<file path="src/rtl/id_ex_alu_issue.sv">
// -----------------------------------------------------------------------------
// id_ex_alu_issue
//
// ID/EX pipeline register and ALU issue stage. It captures the decoded
// instruction from ID, converts alu_op/funct into the 4-bit ALU control code,
// resolves the ALU operands from the registered values (and, when forwarding
// is built in, from the EX/MEM and MEM/WB result buses), and flags load-use
// hazards back to the stall logic.
//
// Build option:
//   ALU_FWD_EN  defined   -> EX/MEM and MEM/WB forwarding onto rs/rt operands.
//               undefined -> operands come straight from the ID/EX register,
//                            forward inputs are ignored, and the hazard output
//                            also stalls on any in-flight EX or EX/MEM producer.
//
// Ports:
//   clk, rst_n                  clock, asynchronous active-low reset
//   stall, flush                hold / bubble the ID/EX register (flush wins)
//   id_*                        decoded instruction fields from ID
//   exmem_*, memwb_*            forwarding sources (writer, dest, result)
//   alu_data1, alu_data2        ALU operands A and B
//   alu_ctrl                    registered ALU operation code
//   ex_store_data               forwarded rt value for stores
//   ex_valid, ex_reg_write, ex_mem_read, ex_mem_write, ex_mem_to_reg
//                               registered pass-through controls
//   ex_dest                     selected destination register
//   ctrl_err                    registered illegal alu_op/funct flag
//   load_use_hazard             combinational stall request to ID
// -----------------------------------------------------------------------------
module id_ex_alu_issue #(
  parameter int DATA_W = 32,
  parameter int REG_AW = 5
) (
  input  logic              clk,
  input  logic              rst_n,
  input  logic              stall,
  input  logic              flush,
  input  logic              id_valid,
  input  logic [DATA_W-1:0] id_rs_data,
  input  logic [DATA_W-1:0] id_rt_data,
  input  logic [DATA_W-1:0] id_imm,
  input  logic [REG_AW-1:0] id_rs,
  input  logic [REG_AW-1:0] id_rt,
  input  logic [REG_AW-1:0] id_rd,
  input  logic [1:0]        id_alu_op,
  input  logic [5:0]        id_funct,
  input  logic              id_alu_src,
  input  logic              id_reg_dst,
  input  logic              id_reg_write,
  input  logic              id_mem_read,
  input  logic              id_mem_write,
  input  logic              id_mem_to_reg,
  input  logic              exmem_reg_write,
  input  logic [REG_AW-1:0] exmem_rd,
  input  logic [DATA_W-1:0] exmem_result,
  input  logic              memwb_reg_write,
  input  logic [REG_AW-1:0] memwb_rd,
  input  logic [DATA_W-1:0] memwb_result,
  output logic [DATA_W-1:0] alu_data1,
  output logic [DATA_W-1:0] alu_data2,
  output logic [3:0]        alu_ctrl,
  output logic [DATA_W-1:0] ex_store_data,
  output logic              ex_valid,
  output logic              ex_reg_write,
  output logic              ex_mem_read,
  output logic              ex_mem_write,
  output logic              ex_mem_to_reg,
  output logic [REG_AW-1:0] ex_dest,
  output logic              ctrl_err,
  output logic              load_use_hazard
);

  // ALU control encodings.
  localparam logic [3:0] CTRL_AND = 4'b0000;
  localparam logic [3:0] CTRL_OR  = 4'b0001;
  localparam logic [3:0] CTRL_ADD = 4'b0010;
  localparam logic [3:0] CTRL_SUB = 4'b0110;
  localparam logic [3:0] CTRL_SLT = 4'b0111;
  localparam logic [3:0] CTRL_NOR = 4'b1100;
  localparam logic [3:0] CTRL_BAD = 4'b1111;

  localparam logic [1:0] OP_ADD   = 2'b00;
  localparam logic [1:0] OP_SUB   = 2'b01;
  localparam logic [1:0] OP_FUNCT = 2'b10;

  // Everything the EX stage needs, held as one register so a bubble is '0.
  typedef struct packed {
    logic              valid;
    logic [DATA_W-1:0] rs_data;
    logic [DATA_W-1:0] rt_data;
    logic [DATA_W-1:0] imm;
    logic [REG_AW-1:0] rs;
    logic [REG_AW-1:0] rt;
    logic [REG_AW-1:0] dest;
    logic [3:0]        alu_ctrl;
    logic              ctrl_err;
    logic              alu_src;
    logic              reg_write;
    logic              mem_read;
    logic              mem_write;
    logic              mem_to_reg;
  } ex_t;

  ex_t ex_d, ex_q;

  logic [3:0] dec_ctrl;
  logic       dec_err;

  // ---------------------------------------------------------------------------
  // ALU control decode (in ID, captured on the edge)
  // ---------------------------------------------------------------------------
  always_comb begin
    // NOTE: every output of a combinational block gets a default first so no
    // path through the case statements can leave it unassigned (latch).
    dec_ctrl = CTRL_BAD;
    dec_err  = 1'b1;
    unique case (id_alu_op)
      OP_ADD: begin dec_ctrl = CTRL_ADD; dec_err = 1'b0; end
      OP_SUB: begin dec_ctrl = CTRL_SUB; dec_err = 1'b0; end
      OP_FUNCT: begin
        dec_err = 1'b0;
        case (id_funct)
          6'b100100: dec_ctrl = CTRL_AND;
          6'b100101: dec_ctrl = CTRL_OR;
          6'b100000: dec_ctrl = CTRL_ADD;
          6'b100010: dec_ctrl = CTRL_SUB;
          6'b101010: dec_ctrl = CTRL_SLT;
          6'b100111: dec_ctrl = CTRL_NOR;
          default: begin dec_ctrl = CTRL_BAD; dec_err = 1'b1; end
        endcase
      end
      default: begin dec_ctrl = CTRL_BAD; dec_err = 1'b1; end
    endcase
  end

  // ---------------------------------------------------------------------------
  // ID/EX register next state: flush beats stall beats load.
  // ---------------------------------------------------------------------------
  always_comb begin
    ex_d = ex_q;
    if (flush) begin
      ex_d = '0;
    end else if (!stall) begin
      ex_d.valid      = id_valid;
      ex_d.rs_data    = id_rs_data;
      ex_d.rt_data    = id_rt_data;
      ex_d.imm        = id_imm;
      ex_d.rs         = id_rs;
      ex_d.rt         = id_rt;
      ex_d.dest       = id_reg_dst ? id_rd : id_rt;
      ex_d.alu_ctrl   = dec_ctrl;
      // An empty slot carries no instruction, so it cannot be illegal.
      ex_d.ctrl_err   = dec_err & id_valid;
      ex_d.alu_src    = id_alu_src;
      ex_d.reg_write  = id_reg_write;
      ex_d.mem_read   = id_mem_read;
      ex_d.mem_write  = id_mem_write;
      ex_d.mem_to_reg = id_mem_to_reg;
    end
  end

  // NOTE: state flops use non-blocking assignments and clear asynchronously;
  // there is no memory here, so the whole register is reset.
  always_ff @(posedge clk or negedge rst_n) begin
    if (!rst_n) ex_q <= '0;
    else        ex_q <= ex_d;
  end

  // ---------------------------------------------------------------------------
  // Operand resolution
  // ---------------------------------------------------------------------------
  logic [DATA_W-1:0] fwd_rs;
  logic [DATA_W-1:0] fwd_rt;

`ifdef ALU_FWD_EN
  // The younger EX/MEM result wins over MEM/WB; register 0 is never forwarded.
  always_comb begin
    fwd_rs = ex_q.rs_data;
    if (exmem_reg_write && (exmem_rd == ex_q.rs) && (ex_q.rs != '0))
      fwd_rs = exmem_result;
    else if (memwb_reg_write && (memwb_rd == ex_q.rs) && (ex_q.rs != '0))
      fwd_rs = memwb_result;

    fwd_rt = ex_q.rt_data;
    if (exmem_reg_write && (exmem_rd == ex_q.rt) && (ex_q.rt != '0))
      fwd_rt = exmem_result;
    else if (memwb_reg_write && (memwb_rd == ex_q.rt) && (ex_q.rt != '0))
      fwd_rt = memwb_result;
  end
`else
  assign fwd_rs = ex_q.rs_data;
  assign fwd_rt = ex_q.rt_data;

  // Forward result buses have no consumer without forwarding.
  logic unused_fwd;
  assign unused_fwd = ^{exmem_result, memwb_reg_write, memwb_rd, memwb_result};
`endif

  assign alu_data1     = fwd_rs;
  assign alu_data2     = ex_q.alu_src ? ex_q.imm : fwd_rt;
  assign ex_store_data = fwd_rt;

  assign alu_ctrl      = ex_q.alu_ctrl;
  assign ctrl_err      = ex_q.ctrl_err;
  assign ex_valid      = ex_q.valid;
  assign ex_reg_write  = ex_q.reg_write;
  assign ex_mem_read   = ex_q.mem_read;
  assign ex_mem_write  = ex_q.mem_write;
  assign ex_mem_to_reg = ex_q.mem_to_reg;
  assign ex_dest       = ex_q.dest;

  // ---------------------------------------------------------------------------
  // Load-use hazard. A bubble has valid=0, so it never raises a hazard from EX.
  // ---------------------------------------------------------------------------
  logic ex_hits_id;
  logic exmem_hits_id;

  assign ex_hits_id    = (ex_q.dest != '0) &&
                         ((ex_q.dest == id_rs) || (ex_q.dest == id_rt));
  assign exmem_hits_id = (exmem_rd != '0) &&
                         ((exmem_rd == id_rs) || (exmem_rd == id_rt));

  always_comb begin
    load_use_hazard = ex_q.valid && ex_q.mem_read && ex_hits_id;
`ifndef ALU_FWD_EN
    // Without forwarding any producer still in flight must be waited out.
    if (ex_q.valid && ex_q.reg_write && ex_hits_id) load_use_hazard = 1'b1;
    if (exmem_reg_write && exmem_hits_id)           load_use_hazard = 1'b1;
`else
    if (exmem_hits_id && 1'b0)                      load_use_hazard = 1'b1;
`endif
  end

endmodule
</file>
<file path="config.mk">
export PLATFORM = sky130hd
export DESIGN_NAME = id_ex_alu_issue
export DESIGN_NICKNAME = d
export VERILOG_FILES = /design/src/rtl/id_ex_alu_issue.sv
export SDC_FILE = /design/constraint.sdc
export NUM_CORES = 1
export LEC_CHECK = 0
export ABC_AREA = 1
export CORE_ASPECT_RATIO = 1.4
export CORE_MARGIN = 10
export CORE_UTILIZATION = 31
export DETAILED_ROUTE_END_ITERATION = 16
export HOLD_SLACK_MARGIN = 0.06
export PLACE_DENSITY = 0.68
export SLEW_MARGIN = 20
export SYNTH_ARGS = -nofsm -noshare
export SYNTH_HDL_FRONTEND = slang
export SYNTH_SLANG_ARGS = --single-unit
</file>
<file path="constraint.sdc">
create_clock -name clk -period 1.2 [get_ports clk]
set_clock_uncertainty 0.1 [all_clocks]
set_input_delay 0.12 -clock clk [delete_from_list [all_inputs] [get_ports clk]]
set_output_delay 0.12 -clock clk [all_outputs]
set_load 0.1 [all_outputs]
</file>
* Word-level counts from Yosys, hierarchy flattened *
Index checks and enable logic that the tools add are counted.

cells by class
  divide/modulo/power cells = 0
  shift-type cells = 0
  $add $sub $neg = 0
  reduce and logical (&&, ||, !) cells = 14
  eq/ne operators = 13
  bitwise operators = 1
  muxes and demuxes = 10
  multipliers = 0
  order comparisons = 0

operators by type and width
  kind                                                              count
  122-bit two-way mux                                               2
  6-bit == test (second input constant)                             6
  32-bit two-way mux                                                1
  4-bit case mux with 6 select lines                                1
  5-bit == test                                                     4
  4-bit case mux with 3 select lines                                1
  5-bit nonzero test                                                2
  1-bit logical AND                                                 7
  6-bit OR reduction                                                1
  5-bit two-way mux                                                 1
  1-bit two-way mux                                                 3
  2-bit by 1-bit == test with 1-bit output (second input constant)  1
  2-bit == test (second input constant)                             1
  2-bit logical NOT                                                 1
  1-bit logical OR                                                  2
  2-bit by 1-bit != test with 1-bit output (second input constant)  1
  1-bit case mux with 2 select lines                                1
  2-bit OR reduction                                                1
  1-bit bitwise AND                                                 1

storage, ports and cells
  memories kept = 0
  bits in writable memories = 0
  bits in read-only memories = 0
  latch bits = 0
  bits in registers = 112

* Logic depth before layout (Yosys ltp) *
  word-level depth = 7
  depth in mapped cells = 8

* Worst setup path before layout *
No wires, ideal clock.

  path type = reg2out
  start = register ex_q[4] in the netlist's numbering
  end = output port alu_data2[23]
  data required time = 0.980 ns
  slack = -1.832 ns
  cell stages (with the launch flop) = 4
  arrival time = 2.812 ns
  cell sequence = dfrtp_1 -> buf_2 -> clkbuf_1 -> o21ai_0

on the way
  longest elaborated chain between the ends = 1

ends and longest elaborated chain
  item                      RTL line  text
  start: declaration        104       ex_t ex_d, ex_q;
  start signal: assignment  165       if (!rst_n) ex_q <= '0;
  start signal: assignment  166       else ex_q <= ex_d;
  32-bit two-way mux        200       assign alu_data2 = ex_q.alu_src ? ex_q.imm : fwd_rt;
  end: declaration          60        output logic [DATA_W-1:0] alu_data2,

Every way passes these cells.

* Final worst setup path *
  start = register ex_q, in the netlist ex_dest[1]
  end = output port load_use_hazard

on the way
  longest elaborated chain between the ends = 6

ends and longest elaborated chain
  item                                  RTL line  text
  5-bit == test                         219       ((ex_q.dest == id_rs) || (ex_q.dest == id_rt));
  1-bit logical OR                      219
  1-bit logical AND *                   218       assign ex_hits_id = (ex_q.dest != '0) &&
  1-bit logical AND (on tied branches)  224, 227
  1-bit two-way mux *                   227       if (ex_q.valid && ex_q.reg_write && ex_hits_id) load_use_hazard = 1'b1;
  1-bit two-way mux *                   228       if (exmem_reg_write && exmem_hits_id) load_use_hazard = 1'b1;
  end: declaration                      70        output logic load_use_hazard

Mark *: on every way between the ends. The rest lies on a longest branch, timed or not.

==> summary.md <==
| Metric | Value |
|---|---|
| Mapped cell area | `0.00548 mm²` |
| DR pass1 iterations | `4` |
| Kind of critical path | `flop to output pin` |
| Initial antenna violation count | `1` |
| GP Congestion | `roughly 0.84` |
| Core Rows | `between 50 and 60` |
| Most frequent cells in the layout | `clkdlybuf4s50_1 (131), buf_12 (122), dfrtp_1 (100), nand2_1 (97), a22o_1 (67)` |
| Crit path DAT | `1.56 ns` |
| Final net count | `about 1000` |
| Crit share post-route | `1.48` |
| Final worst slack | `-0.578 ns` |
| Max FFs per register | `33` |
| Clock period minus worst slack | `~1.8 ns` |
| Rel. slew slack | `0.828` |
| Cells after Synth | `around 600` |
| Area after DPL | `0.00946 mm²` |
| Final hold vios | `0` |
| Synthesized Nets | `~800` |
| Final Max Tran Viols | `0` |
| Internal power | `~7300 µW` |
| Vias in the first global route | `approximately 5300` |
| Antenna Cells | `0` |
| Reg2Reg Setup Slack | `-0.13 ns` |
| #FFs+latches synth | `112` |
| Switching pwr | `roughly 4300 µW` |
| Logic pwr share | `0.385` |
| Seq pwr share | `0.363` |
| Die H | `about 180 µm` |
| Power Density | `approximately 1100 mW/mm²` |
| Clk network pwr share | `0.252` |
| Reg clk slew, reported paths | `about 0.080 ns` |
| Initial Utilization | `0.316` |
| Yosys warns | `0` |
| Worst skew pair latency | `approximately 0.34 ns` |
| CTS H-tree lvls | `3` |
| Failing checks | `negative setup slack` |
| CTS max path bufs | `2` |
| Sw frac | `0.369` |
| Worst R2R Path Depth | `4` |
| Largest net degree at the start of global routing | `55` |
| Overflow left after global routing | `0` |
| Routed vias/inst | `roughly 4.6` |
| Iter 0 DRT Violations | `roughly 170` |
| Wirelength per Cell | `between 15 and 20 µm` |
| Gr usage total | `0.162` |
| First-pass GRT wire length | `~30000 µm` |
| Critical Path End Type | `output pin` |
| Syn_area_per_cell | `9.19 µm²` |
| Vias | `4854` |
| Finished Cell Area | `between 0.01 and 0.015 mm²` |
| Hold slack | `between 0.08 and 0.09 ns` |
| CTS Buf Count | `9` |
| Status | `finished with violations` |
| Root Driver | `clkbuf_16` |
| Ports | `318` |
| Largest reg by FF count | `ex_q` |
| Hold crit path type | `primary input to asynchronous set/reset pin` |
| Routed wire length | `between 15000 and 20000 µm` |
| Post-DP HPWL | `around 15000 µm` |
| Setup Viol. Count Final | `42` |
| Slowest CP cell | `dfrtp_2` |
| Max Freq | `around 560 MHz` |
| Core Box Area | `about 0.017 mm²` |
| Area growth syn-to-layout | `86.7%` |
| Worst r2r src | `ex_q[4]` |
| Non-Filler Instances | `1054` |
| Req. time, crit path | `0.98 ns` |
| Cells after DPL | `1015` |
| CP Launch Type | `flop` |
| RSZ-0062 raised after global routing | `yes` |
| Full die area | `between 0.02 and 0.025 mm²` |
| Worst-margin pin slew | `about 0.26 ns` |
| Crit-path cells | `xor2_1 > nor2_1 > nand3_1 > nand2_1 > nand2_2 > nand2_8 > buf_12` |
| Post-synthesis sequential area ratio | `0.512` |
| Crit path max fanout | `4` |
| Reg2reg end | `ex_q[4]` |
| CTS tree | `yes` |
| Die X | `about 130 µm` |
| Residual DRC count | `0` |
| Leak | `roughly 0.0046 µW` |
| Synth unique cells | `22` |
| Crit-path max cell delay | `roughly 0.45 ns` |
| PortBufs | `between 200 and 250` |
| Commonest non-fill, non-tap cell in the layout | `clkdlybuf4s50_1` |
| Peak VDD IR | `0.000845 V` |
| Max Cap Viol | `0` |
| Share of cells above drive strength 1 | `0.329` |
| TritonCTS sink count | `about 110` |
| Routed Antenna Nets | `0` |
metrics by stage:
stage | power (µW) | setup WS [ns] | TNS (ns) | util
after floorplan | 6810 | -0.278 | -7.66 | -
after global placement | 8530 | -0.494 | -43.55 | 0.546
after detailed placement | 8560 | -0.513 | -45.48 | 0.546
after CTS | 11700 | -0.610 | -19.44 | 0.583
after global routing | 12000 | -0.677 | -21.09 | 0.590
final | 11600 | -0.578 | -19.16 | 0.590
how the worst max path moves through the flow:
stage,from,slack (ns),endpoint
after floorplan,ex_q[4],-0.28,alu_data2[13]
after global placement,exmem_rd[3],-0.49,load_use_hazard
after detailed placement,exmem_rd[3],-0.51,load_use_hazard
after CTS,ex_dest[0],-0.61,load_use_hazard
after global routing,ex_dest[2],-0.68,load_use_hazard
final,ex_dest[1],-0.58,load_use_hazard
critical path, delay by kind of cell, from the launching register on:
family	cells	cell delay (ns)
XOR/XNOR	1	0.16
AND/OR/NAND/NOR	5	0.46
buffers and inverters	1	0.17
flip-flops	1	0.45
cell families after synthesis:
| logic type | count (synthesis) | synth area share |
|---|---|---|
| multiplexers | 2 | 0.00365 |
| AND/OR/NAND/NOR | 154 | 0.111 |
| XOR/XNOR | 12 | 0.0192 |
| buffers and inverters | 168 | 0.172 |
| flip-flops | 112 | 0.512 |
| AO/OA/AOI/OAI | 148 | 0.183 |
what timing repair did:
action | CTS | global route
gates cloned | 5 | 1
endpoints found under the hold margin | 112 | 0
setup endpoints to repair | 106 | 89
hold buffers | 1 | 0
setup buffers | 13 | 8
pin swaps | 8 | 13
gates resized for setup | 38 | 31
layer usage:
metal	global-route usage	up-vias	wire length, µm
met5	0	-	13
met4	0.0432	2	297
met3	0.0602	17	1520
met2	0.301	145	10500
met1	0.166	2367	7230
li1	-	2323	-
cell type report:
class | count | area, µm²
multi-input cells | 316 | 2190
well taps | 236 | 295
clock inverters | 5 | 40.0
clock buffers | 11 | 243
fillers | 1409 | 7100
flip-flops and latches | 112 | 2830
inverters | 65 | 244
repair buffers | 309 | 4390
power by group through the flow:
stage | logic (µW) | registers (µW) | clock network (µW)
finish | 4460 | 4210 | 2920
global route | 4630 | 4230 | 3170
CTS | 4460 | 4200 | 3030
detailed placement | 4300 | 4270 | 0
global placement | 4270 | 4260 | 0
floorplan | 2580 | 4240 | 0
synth_stat cells, drive strengths merged:
cell type | instances | area, µm²
nand2 | 118 | 443
dfrtp | 112 | 2800
buf | 87 | 636
o21ai | 68 | 340
a22o | 67 | 587
inv | 65 | 244
nor2 | 22 | 92.6
clkbuf | 16 | 60.1
nand3 | 10 | 50.1
xor2 | 8 | 70.1
a21oi | 6 | 30.0
o22ai | 6 | 37.5
xnor2 | 4 | 35.0
mux2i | 2 | 20.0
nand4 | 2 | 12.5
nor3 | 2 | 10.0
o211ai | 1 | 7.51
(Power assumes the default switching activity.)
